<file path="src/rtl/barrel_rotator_left_pipe_if.sv">
// rtl/barrel_rotator_left_pipe_if.sv - stream bundle for the left rotator pipe; ROTATOR_LEFT_TAG_EN adds in_tag/out_tag
interface barrel_rotator_left_pipe_if #(
    parameter int INPUTWIDTH         = 32,
    parameter int OUTPUTWIDTH        = INPUTWIDTH,
    parameter int SHIFTBITS_PER_STEP = 1,
    parameter int TAGWIDTH           = 8
);
    localparam int WIDEST = (INPUTWIDTH > OUTPUTWIDTH) ? INPUTWIDTH : OUTPUTWIDTH;
    localparam int STAGES = $clog2(WIDEST / SHIFTBITS_PER_STEP);

    logic                   in_valid;
    logic                   in_ready;
    logic [INPUTWIDTH-1:0]  dataIn;
    logic [STAGES-1:0]      rotationLeft;
    logic                   out_valid;
    logic                   out_ready;
    logic [OUTPUTWIDTH-1:0] dataOut;
`ifdef ROTATOR_LEFT_TAG_EN
    logic [TAGWIDTH-1:0]    in_tag;
    logic [TAGWIDTH-1:0]    out_tag;
`endif

    if (TAGWIDTH < 1) begin : g_bad_tagwidth
        $error("barrel_rotator_left_pipe_if: TAGWIDTH must be at least 1");
    end

    modport master (
        output in_valid, dataIn, rotationLeft, out_ready,
`ifdef ROTATOR_LEFT_TAG_EN
        output in_tag,
        input  out_tag,
`endif
        input  in_ready, out_valid, dataOut
    );

    modport slave (
        input  in_valid, dataIn, rotationLeft, out_ready,
`ifdef ROTATOR_LEFT_TAG_EN
        input  in_tag,
        output out_tag,
`endif
        output in_ready, out_valid, dataOut
    );
endinterface

</file>
<file path="src/rtl/barrel_rotator_left_pipe.sv">
// rtl/barrel_rotator_left_pipe.sv - pipelined left barrel rotator, one rotation stage per slot; ROTATOR_LEFT_TAG_EN adds tag sideband
module barrel_rotator_left_pipe #(
    parameter int INPUTWIDTH         = 32,
    parameter int OUTPUTWIDTH        = INPUTWIDTH,
    parameter int SHIFTBITS_PER_STEP = 1,
    parameter int TAGWIDTH           = 8
) (
    input logic                     clk,
    input logic                     reset,
    barrel_rotator_left_pipe_if.slave bus
);
    localparam int WIDEST = (INPUTWIDTH > OUTPUTWIDTH) ? INPUTWIDTH : OUTPUTWIDTH;
    localparam int UNITS  = WIDEST / SHIFTBITS_PER_STEP;
    localparam int STAGES = $clog2(UNITS);

    if ((WIDEST % SHIFTBITS_PER_STEP) != 0) begin : g_bad_step
        $error("barrel_rotator_left_pipe: WIDEST must be a multiple of SHIFTBITS_PER_STEP");
    end
    if ((UNITS < 2) || ((UNITS & (UNITS - 1)) != 0)) begin : g_bad_units
        $error("barrel_rotator_left_pipe: WIDEST/SHIFTBITS_PER_STEP must be a power of 2 and >= 2");
    end
    if (TAGWIDTH < 1) begin : g_bad_tagwidth
        $error("barrel_rotator_left_pipe: TAGWIDTH must be at least 1");
    end

    // Slot registers 1..STAGES; slot 0 is the input port itself.
    logic [STAGES:1]     valid_q;
    logic [WIDEST-1:0]   data_q [1:STAGES];
    logic [STAGES-1:0]   rot_q  [1:STAGES];
    logic [STAGES:1]     rdy;
    logic                any_empty;

    // Uniform view of every slot's contents, index 0 being the input port.
    logic [STAGES:0]     stage_v;
    logic [WIDEST-1:0]   stage_d [0:STAGES];
    logic [STAGES-1:0]   stage_r [0:STAGES];
    logic [WIDEST-1:0]   nxt_d   [1:STAGES];

`ifdef ROTATOR_LEFT_TAG_EN
    logic [TAGWIDTH-1:0] tag_q   [1:STAGES];
    logic [TAGWIDTH-1:0] stage_t [0:STAGES];
`endif

    // Left rotate by n bits; n is always strictly between 0 and WIDEST here.
    function automatic logic [WIDEST-1:0] rotl(input logic [WIDEST-1:0] d, input int n);
        return (d << n) | (d >> (WIDEST - n));
    endfunction

    // Ready chain: a slot can load if the output drains or any slot at or after it is empty.
    always_comb begin
        rdy       = '0;
        any_empty = 1'b0;
        for (int k = STAGES; k >= 1; k--) begin
            any_empty = any_empty | ~valid_q[k];
            rdy[k]    = bus.out_ready | any_empty;
        end
    end

    // Gather input port and slot registers into one indexable view; input is zero-extended.
    always_comb begin
        stage_v    = '0;
        stage_d[0] = '0;
        stage_d[0][INPUTWIDTH-1:0] = bus.dataIn;
        stage_r[0] = bus.rotationLeft;
        stage_v[0] = bus.in_valid;
        for (int k = 1; k <= STAGES; k++) begin
            stage_v[k] = valid_q[k];
            stage_d[k] = data_q[k];
            stage_r[k] = rot_q[k];
        end
    end

`ifdef ROTATOR_LEFT_TAG_EN
    // Tag view alongside the data view.
    always_comb begin
        stage_t[0] = bus.in_tag;
        for (int k = 1; k <= STAGES; k++) begin
            stage_t[k] = tag_q[k];
        end
    end
`endif

    // Slot k conditionally rotates by 2^(k-1) steps according to rotation bit k-1.
    always_comb begin
        for (int k = 1; k <= STAGES; k++) begin
            nxt_d[k] = stage_d[k-1];
            if (stage_r[k-1][k-1]) begin
                nxt_d[k] = rotl(stage_d[k-1], (1 << (k - 1)) * SHIFTBITS_PER_STEP);
            end
        end
    end

    // Pipeline slot registers: clear on reset, otherwise advance each slot that is ready.
    always_ff @(posedge clk) begin
        if (reset) begin
            valid_q <= '0;
            for (int k = 1; k <= STAGES; k++) begin
                data_q[k] <= '0;
                rot_q[k]  <= '0;
`ifdef ROTATOR_LEFT_TAG_EN
                tag_q[k]  <= '0;
`endif
            end
        end else begin
            for (int k = 1; k <= STAGES; k++) begin
                if (rdy[k]) begin
                    valid_q[k] <= stage_v[k-1];
                    data_q[k]  <= nxt_d[k];
                    rot_q[k]   <= stage_r[k-1];
`ifdef ROTATOR_LEFT_TAG_EN
                    tag_q[k]   <= stage_t[k-1];
`endif
                end
            end
        end
    end

    assign bus.in_ready  = rdy[1] & ~reset;
    assign bus.out_valid = valid_q[STAGES];
    assign bus.dataOut   = data_q[STAGES][OUTPUTWIDTH-1:0];
`ifdef ROTATOR_LEFT_TAG_EN
    assign bus.out_tag   = tag_q[STAGES];
`endif
endmodule
</file>
<file path="src/flat_wrapper.sv">
// flat-port wrapper written by rule: the top's interface ports become plain ports
module barrel_rotator_left_pipe_flat 
#(
    parameter int INPUTWIDTH         = 32,
    parameter int OUTPUTWIDTH        = INPUTWIDTH,
    parameter int SHIFTBITS_PER_STEP = 1,
    parameter int TAGWIDTH           = 8
)
  (clk, reset, bus_in_valid, bus_dataIn, bus_rotationLeft, bus_out_ready, bus_in_ready, bus_out_valid, bus_dataOut);
  barrel_rotator_left_pipe_if #(.INPUTWIDTH(INPUTWIDTH), .OUTPUTWIDTH(OUTPUTWIDTH), .SHIFTBITS_PER_STEP(SHIFTBITS_PER_STEP), .TAGWIDTH(TAGWIDTH)) bus_i ();
  input logic clk;
  input logic reset;
  input wire logic [$bits(bus_i.in_valid)-1:0] bus_in_valid;
  input wire logic [$bits(bus_i.dataIn)-1:0] bus_dataIn;
  input wire logic [$bits(bus_i.rotationLeft)-1:0] bus_rotationLeft;
  input wire logic [$bits(bus_i.out_ready)-1:0] bus_out_ready;
  output wire logic [$bits(bus_i.in_ready)-1:0] bus_in_ready;
  output wire logic [$bits(bus_i.out_valid)-1:0] bus_out_valid;
  output wire logic [$bits(bus_i.dataOut)-1:0] bus_dataOut;
  assign bus_i.in_valid = bus_in_valid;
  assign bus_i.dataIn = bus_dataIn;
  assign bus_i.rotationLeft = bus_rotationLeft;
  assign bus_i.out_ready = bus_out_ready;
  assign bus_in_ready = bus_i.in_ready;
  assign bus_out_valid = bus_i.out_valid;
  assign bus_dataOut = bus_i.dataOut;
  barrel_rotator_left_pipe #(.INPUTWIDTH(INPUTWIDTH), .OUTPUTWIDTH(OUTPUTWIDTH), .SHIFTBITS_PER_STEP(SHIFTBITS_PER_STEP), .TAGWIDTH(TAGWIDTH)) u_core (.clk(clk), .reset(reset), .bus(bus_i));
endmodule
</file>
<file path="config.mk">
export PLATFORM = sky130hd
export DESIGN_NAME = barrel_rotator_left_pipe_flat
export DESIGN_NICKNAME = d
export VERILOG_FILES = /design/src/rtl/barrel_rotator_left_pipe_if.sv /design/src/rtl/barrel_rotator_left_pipe.sv /design/src/flat_wrapper.sv
export SDC_FILE = /design/constraint.sdc
export NUM_CORES = 1
export LEC_CHECK = 0
export CORE_MARGIN = 2
export CORE_UTILIZATION = 47
export CTS_CLUSTER_SIZE = 24
export DETAILED_ROUTE_END_ITERATION = 10
export HOLD_SLACK_MARGIN = 0.05
export PLACE_DENSITY = 0.68
export SYNTH_ARGS = -nofsm -noshare
export SYNTH_HDL_FRONTEND = slang
export SYNTH_SLANG_ARGS = --single-unit
</file>
<file path="constraint.sdc">
create_clock -name clk -period 4.18 [get_ports clk]
set_clock_uncertainty 0.05 [all_clocks]
set_input_delay 0.836 -clock clk [delete_from_list [all_inputs] [get_ports clk]]
set_output_delay 0.836 -clock clk [all_outputs]
set_load 0.01 [all_outputs]
</file>
==> results.toml, run 1 <==
[status]
status = "completed"

[worst_setup_path]
crit_cells = 4
path_cells = "clkdlybuf4s50_1 > and3b_2 > a21oi_1 > clkdlybuf4s50_1"
cp_top_family = "buffers and inverters"
path_max_fanout = 3
crit_path_end_kind = "primary output"
critPathRequiredTime_ns = 3.29
cp-startpoint = "bus_out_ready"
crit_type = "primary input to primary output"
reg2reg_depth = 4
crit_path_start_kind = "primary input"
crit_end = "bus_in_ready"
critPathSlowestCell = "clkdlybuf4s50_1"
cp_common_cell = "clkdlybuf4s50_1"
rrSetupSlack_ns = 2.24
r2r_start = "u_core.valid_q[5]"
timing.rr.end = "u_core.data_q[0][147]"
max_stage_delay_ns = 0.61
critPathArrivalTime_ns = 2.43
crit_buf_inv = 2

[die]
die_w_um = 141
ios = 75
num_rows = 50
fp.coreArea_mm2 = 0.0186
die_h_um = 141
dieArea_mm2 = 0.0199
initial_core_util_pct = 47.5

[power_and_ir_drop]
p_sw_share_pct = 19.4
comb_power_share_pct = 6.5
p_leak_uw = 0.00347
peakVddDrop_mv = 0.287
power_switching_uw = 760
sequentialPowerShare_pct = 51.5
powerDensity_mw_per_mm2 = 395
p_int_uw = 3160
clockPowerShare_pct = 42.0

[logic_synthesis]
synthTopCellsByArea = "edfxtp_1 (58%), mux2i_1 (18%), nor3_1 (5.4%)"
synth_compound_area_share_pct = 8.36
synth_warnings = 0
yosysSeqAreaShare_pct = 59.0
synthAdderAreaFrac_pct = 0
synth_most_common_cell = "edfxtp_1"
synth_area_mm2 = 0.00882
synth-xor-area-share_pct = 0
synth_seq_cells = 175
synth_top_family_by_area = "multiplexers"
synthCells = 628
yosysTopAreaCell = "edfxtp_1"
syn_nets = 669
synth_mux_area_share_pct = 18.2
synth.top_cell.area_share_pct = 57.9
ys_top_cells_by_count = "edfxtp_1 (170), mux2i_1 (160), nor3_1 (96)"
synthArstFlopShare_pct = 0
synthSimpleGateAreaFrac_pct = 6.91
synth.distinct_cells = 23
syn_area_per_cell_um2 = 14.0
synth_edf_count = 170
synth-main-ff-cell = "edfxtp_1"

[clock_tree]
post_cts_resized = 0
cts_hold_buf = 0
root_buffer = "clkbuf_16"
cts_tree = "built"
cts.sinks = 175
cts_setup_buffers = 0
clk_latency_ns = 0.42
clk_pin_slew_ns = 0.06
clock_path_buffers = 2
ctsHtreeMaxLevel = 4
cts_made_buffers = 17

[sta]
hold_violations = 0
timing.final.crit_share_pct = 79.4
rsz0062_at_grt = "false"
setup_violations = 0
finalCriticalPeriod_ns = 3.32
fin_tns_setup_ns = 0
whs_ns = 0.457
fmax_mhz = 301
maxSlewViolCount = 0
maxSlewHeadroom_pct = 39.7
worst_pin_slew_ns = 0.905

[min_path]
hp-class = "flip-flop to flip-flop"

[global_route]
grt_max_degree = 100
grt_pass1_vias = 4459
track_usage_pct = 13.8
grt_pass1_wl_mm = 21.9
gr-total-overflow = 0
antenna_found_initial = 0

[finish]
syn_to_final_growth_pct = 12.6
fin_util_pct = 53.5
diodes = 0
drive_above_1_share_pct = 13.2
final_nets = 679

[detailed_routing]
vias = 4695
drt-pass1-iter-count = 4
drt_iter0_markers = 251
ant_nets = 0
wl_per_cell_um = 14.4
wirelength_mm = 12.7
vias_per_cell = 5.31
drc = 0

[placement]
gp_congestion = 0.747
portBuffers = 74
hpwl_mm = 9.17

[flow_run]
max-cap-violations = 0
==> how the worst min path moves through the flow <==
stage	cells after the start	slack [ns]	from	to
5_1_grt	1	0.50	u_core.valid_q[4]	u_core.valid_q[5]
6_report	1	0.46	u_core.valid_q[4]	u_core.valid_q[5]
2_1_floorplan	1	0.40	u_core.valid_q[4]	u_core.valid_q[5]
3_3_place_gp	1	0.42	u_core.valid_q[4]	u_core.valid_q[5]
4_1_cts	1	0.46	u_core.valid_q[4]	u_core.valid_q[5]
3_5_place_dp	1	0.44	u_core.valid_q[4]	u_core.valid_q[5]
==> cell families after synthesis <==
kind of cell    Yosys count
mux                     160
buf+inv                 100
flops                   175
simple gates            116
compound gates           77
==> power groups by stage <==
stage               logic (µW)  registers (µW)  clock network [µW]
floorplan                  191            2040                   0
global placement           251            2060                   0
detailed placement         256            2060                   0
CTS                        257            2020                1680
global route               281            2030                1760
finish                     254            2020                1650
==> metal layers <==
| layer | share of wire (%) | routed length, µm | vias up | track usage (%) |
|---|---|---|---|---|
| met2 | 51 | 6490 | 83 | 23.9 |
| met5 | 0 | 0 | - | 0 |
| met4 | 1.5 | 189 | 0 | 5.53 |
| met3 | 3.6 | 462 | 15 | 3.57 |
| met1 | 44 | 5580 | 2178 | 16.7 |
| li1 | - | - | 2419 | - |
==> stage by stage <==
step	total power (µW)	worst slack, ns	instances	instance area [µm²]
floorplan	2240	1.27	628	8820
global placement	2310	0.856	853	9310
detailed placement	2320	0.885	853	9310
CTS	3960	0.859	884	9930
global route	4070	0.802	884	9930
finish	3920	0.863	884	9930
==> cell usage in the layout (no fill, tap or decap), drive strengths merged, types with 5 or more instances in the layout <==
cell and instances:
clkbuf 18, dfxtp 5, clkinv 6, a211oi 64, edfxtp 170, nand2b 7, buf 18, mux2i 160
a21oi 8, clkdlybuf4s50 72, nor3 96, bufinv 5
==> sequential cells by signal, indices dropped and copies added (netlist names) <==
register	count
u_core.rot_q	10
u_core.valid_q	5
u_core.data_q	160
==> layout make-up <==
cell class | count | area [µm²]
fillers | 1503 | 8650
flip-flops and latches | 175 | 5200
multi-input cells | 353 | 2950
repair buffers | 90 | 853
clock buffers | 18 | 429
well taps | 234 | 293
clock inverters | 13 | 195
inverters | 1 | 3.75
Note: power is estimated with default switching activity, not from simulation.
==> run 2, diff against run 1 <==
--- a/config.mk
+++ b/config.mk
@@ -10,7 +10,7 @@
 export CTS_CLUSTER_SIZE = 24
 export DETAILED_ROUTE_END_ITERATION = 10
 export HOLD_SLACK_MARGIN = 0.05
-export PLACE_DENSITY = 0.68
+export PLACE_DENSITY = 0.71
 export SYNTH_ARGS = -nofsm -noshare
 export SYNTH_HDL_FRONTEND = slang
 export SYNTH_SLANG_ARGS = --single-unit
==> constraint.sdc (replaced) <==
create_clock -name clk -period 2.7 [get_ports clk]
set_clock_uncertainty 0.05 [all_clocks]
set_input_delay 0.54 -clock clk [delete_from_list [all_inputs] [get_ports clk]]
set_output_delay 0.54 -clock clk [all_outputs]
set_load 0.01 [all_outputs]
==> run 2 against run 1 <==
Global-route usage grew 0.12 points. Clock power rose by 55%. Critical path type unchanged. Cell count increased by 0.23%. Register-to-register slack worse by 1.5 ns. First-iteration DRC count shrank 25%. Via count grew 1.9%. Final area grew 0.21%.
==> results.toml, run 2 (synthesized netlist as in run 1, its figures left out) <==
[sta]
whs_ns = 0.449
setup_violations = 0
hold_violations = 0
finalCriticalPeriod_ns = 2.43
rsz0062_at_grt = "false"
maxSlewHeadroom_pct = 45.6
fin_tns_setup_ns = 0
fmax_mhz = 411
timing.final.crit_share_pct = 90.0
maxSlewViolCount = 0
worst_pin_slew_ns = 0.816
setup_ws_ns = 0.269

[detailed_routing]
wirelength_mm = 13.1
vias = 4782
vias_per_cell = 5.40
drc = 0
drt-pass1-iter-count = 4
wl_per_cell_um = 14.7
ant_nets = 0
drt_iter0_markers = 187

[worst_setup_path]
crit_path_start_kind = "primary input"
crit_cells = 4
critPathArrivalTime_ns = 1.84
crit_type = "primary input to primary output"
path_max_fanout = 3
reg2reg_depth = 4
crit_buf_inv = 2
crit_path_end_kind = "primary output"
critPathSlowestCell = "clkdlybuf4s50_1"
rrSetupSlack_ns = 0.73
cp_top_family = "buffers and inverters"
max_stage_delay_ns = 0.51
path_cells = "clkdlybuf4s50_1 > and3b_2 > a21oi_1 > dlygate4sd2_1"
critPathRequiredTime_ns = 2.11

[clock_tree]
cts.sinks = 175
clock_path_buffers = 2
ctsHtreeMaxLevel = 4
cts_made_buffers = 17
cts_hold_buf = 0
clk_latency_ns = 0.43
clk_pin_slew_ns = 0.06
root_buffer = "clkbuf_16"
cts_tree = "built"

[flow_run]
max-cap-violations = 0

[global_route]
grt_pass1_vias = 4573
antenna_found_initial = 0
grt_max_degree = 167
gr-total-overflow = 0
grt_pass1_wl_mm = 22.2
track_usage_pct = 14.0

[finish]
final_nets = 680
top_regs = "u_core.data_q: 160 flops, u_core.rot_q: 10 flops, u_core.valid_q: 5 flops"
diodes = 0
layout_common_cells = "edfxtp_1 (170), mux2i_1 (160), nor3_1 (96)"
final_common_cell = "edfxtp_1"
final_cell_area_mm2 = 0.00995
largest_register_ffs = 160
drive_above_1_share_pct = 13.3
regMostFlops = "u_core.data_q"
syn_to_final_growth_pct = 12.9

[placement]
gp_congestion = 0.771
portBuffers = 74
place_area_mm2 = 0.00933
hpwl_mm = 9.27
preCtsSetupSlack_ns = -0.00477

[die]
die_h_um = 141
fp.coreArea_mm2 = 0.0186
ios = 75
num_rows = 50
initial_core_util_pct = 47.5
dieArea_mm2 = 0.0199
die_w_um = 141

[min_path]
min_delay_path_depth = 1
hp-class = "flip-flop to flip-flop"

[status]
status = "completed"

[power_and_ir_drop]
peakVddDrop_mv = 0.525
powerDensity_mw_per_mm2 = 611
p_leak_uw = 0.00349
## run 2: changes by cell type in the layout (fill, tap and decap cells not counted), sizes merged
cell and delta:
clkinv +2, clkinvlp -2, buf +1, clkbuf +1, clkdlybuf4s50 -1, dlygate4sd2 +1
## run 2: final timing paths
path / start / to
max reg2reg: u_core.valid_q[5] / u_core.data_q[0][38]
min: u_core.valid_q[3] / u_core.valid_q[4]
max: bus_out_ready / bus_in_ready
min reg2reg: u_core.valid_q[3] / u_core.valid_q[4]
## run 2: layer usage
layer / GRT usage, % / part of all wire (%) / up-vias
met1: 17.4 / 45 / 2245
li1: - / - / 2428
met5: 0 / 0 / -
met3: 3.87 / 4.0 / 14
met2: 23.4 / 49 / 95
met4: 5.05 / 1.4 / 0
## run 2: final cells by class
| type | count | area [µm²] |
|---|---|---|
| repair buffers | 91 | 872 |
| clock inverters | 13 | 194 |
| fillers | 1493 | 8630 |
| multi-input cells | 353 | 2950 |
| flip-flops and latches | 175 | 5200 |
| clock buffers | 19 | 433 |
| well taps | 234 | 293 |
| inverters | 1 | 3.75 |
## run 2: where the power goes
| group | internal, µW | leakage [µW] | switching, µW | total (µW) |
|---|---|---|---|---|
| Sequential | 3080 | 0.00209 | 54.0 | 3130 |
| Combinational | 201 | 0.00110 | 196 | 397 |
| Clock | 1630 | 0.000306 | 930 | 2560 |
## run 2: worst reg2reg max path, delay by kind of cell, from the launching register on
kind	cells	cell delay [ns]
AND/OR/NAND/NOR	1	0.22
AO/OA/AOI/OAI	1	0.19
flip-flops	1	0.36
buffers and inverters	2	0.85
## run 2: what timing repair did
item                                   4_1_cts  5_1_grt
gates resized for setup                      1        0
setup buffers                                0        0
setup endpoints to repair                    1        0
endpoints found under the hold margin        0        0
## run 2: per-stage QoR
stage | total power (µW) | std cells | utilization, %
floorplan | 3460 | 628 | -
global placement | 3570 | 854 | 50.2
detailed placement | 3590 | 854 | 50.2
CTS | 6130 | 886 | 53.6
global route | 6280 | 886 | 53.6
finish | 6080 | 886 | 53.6
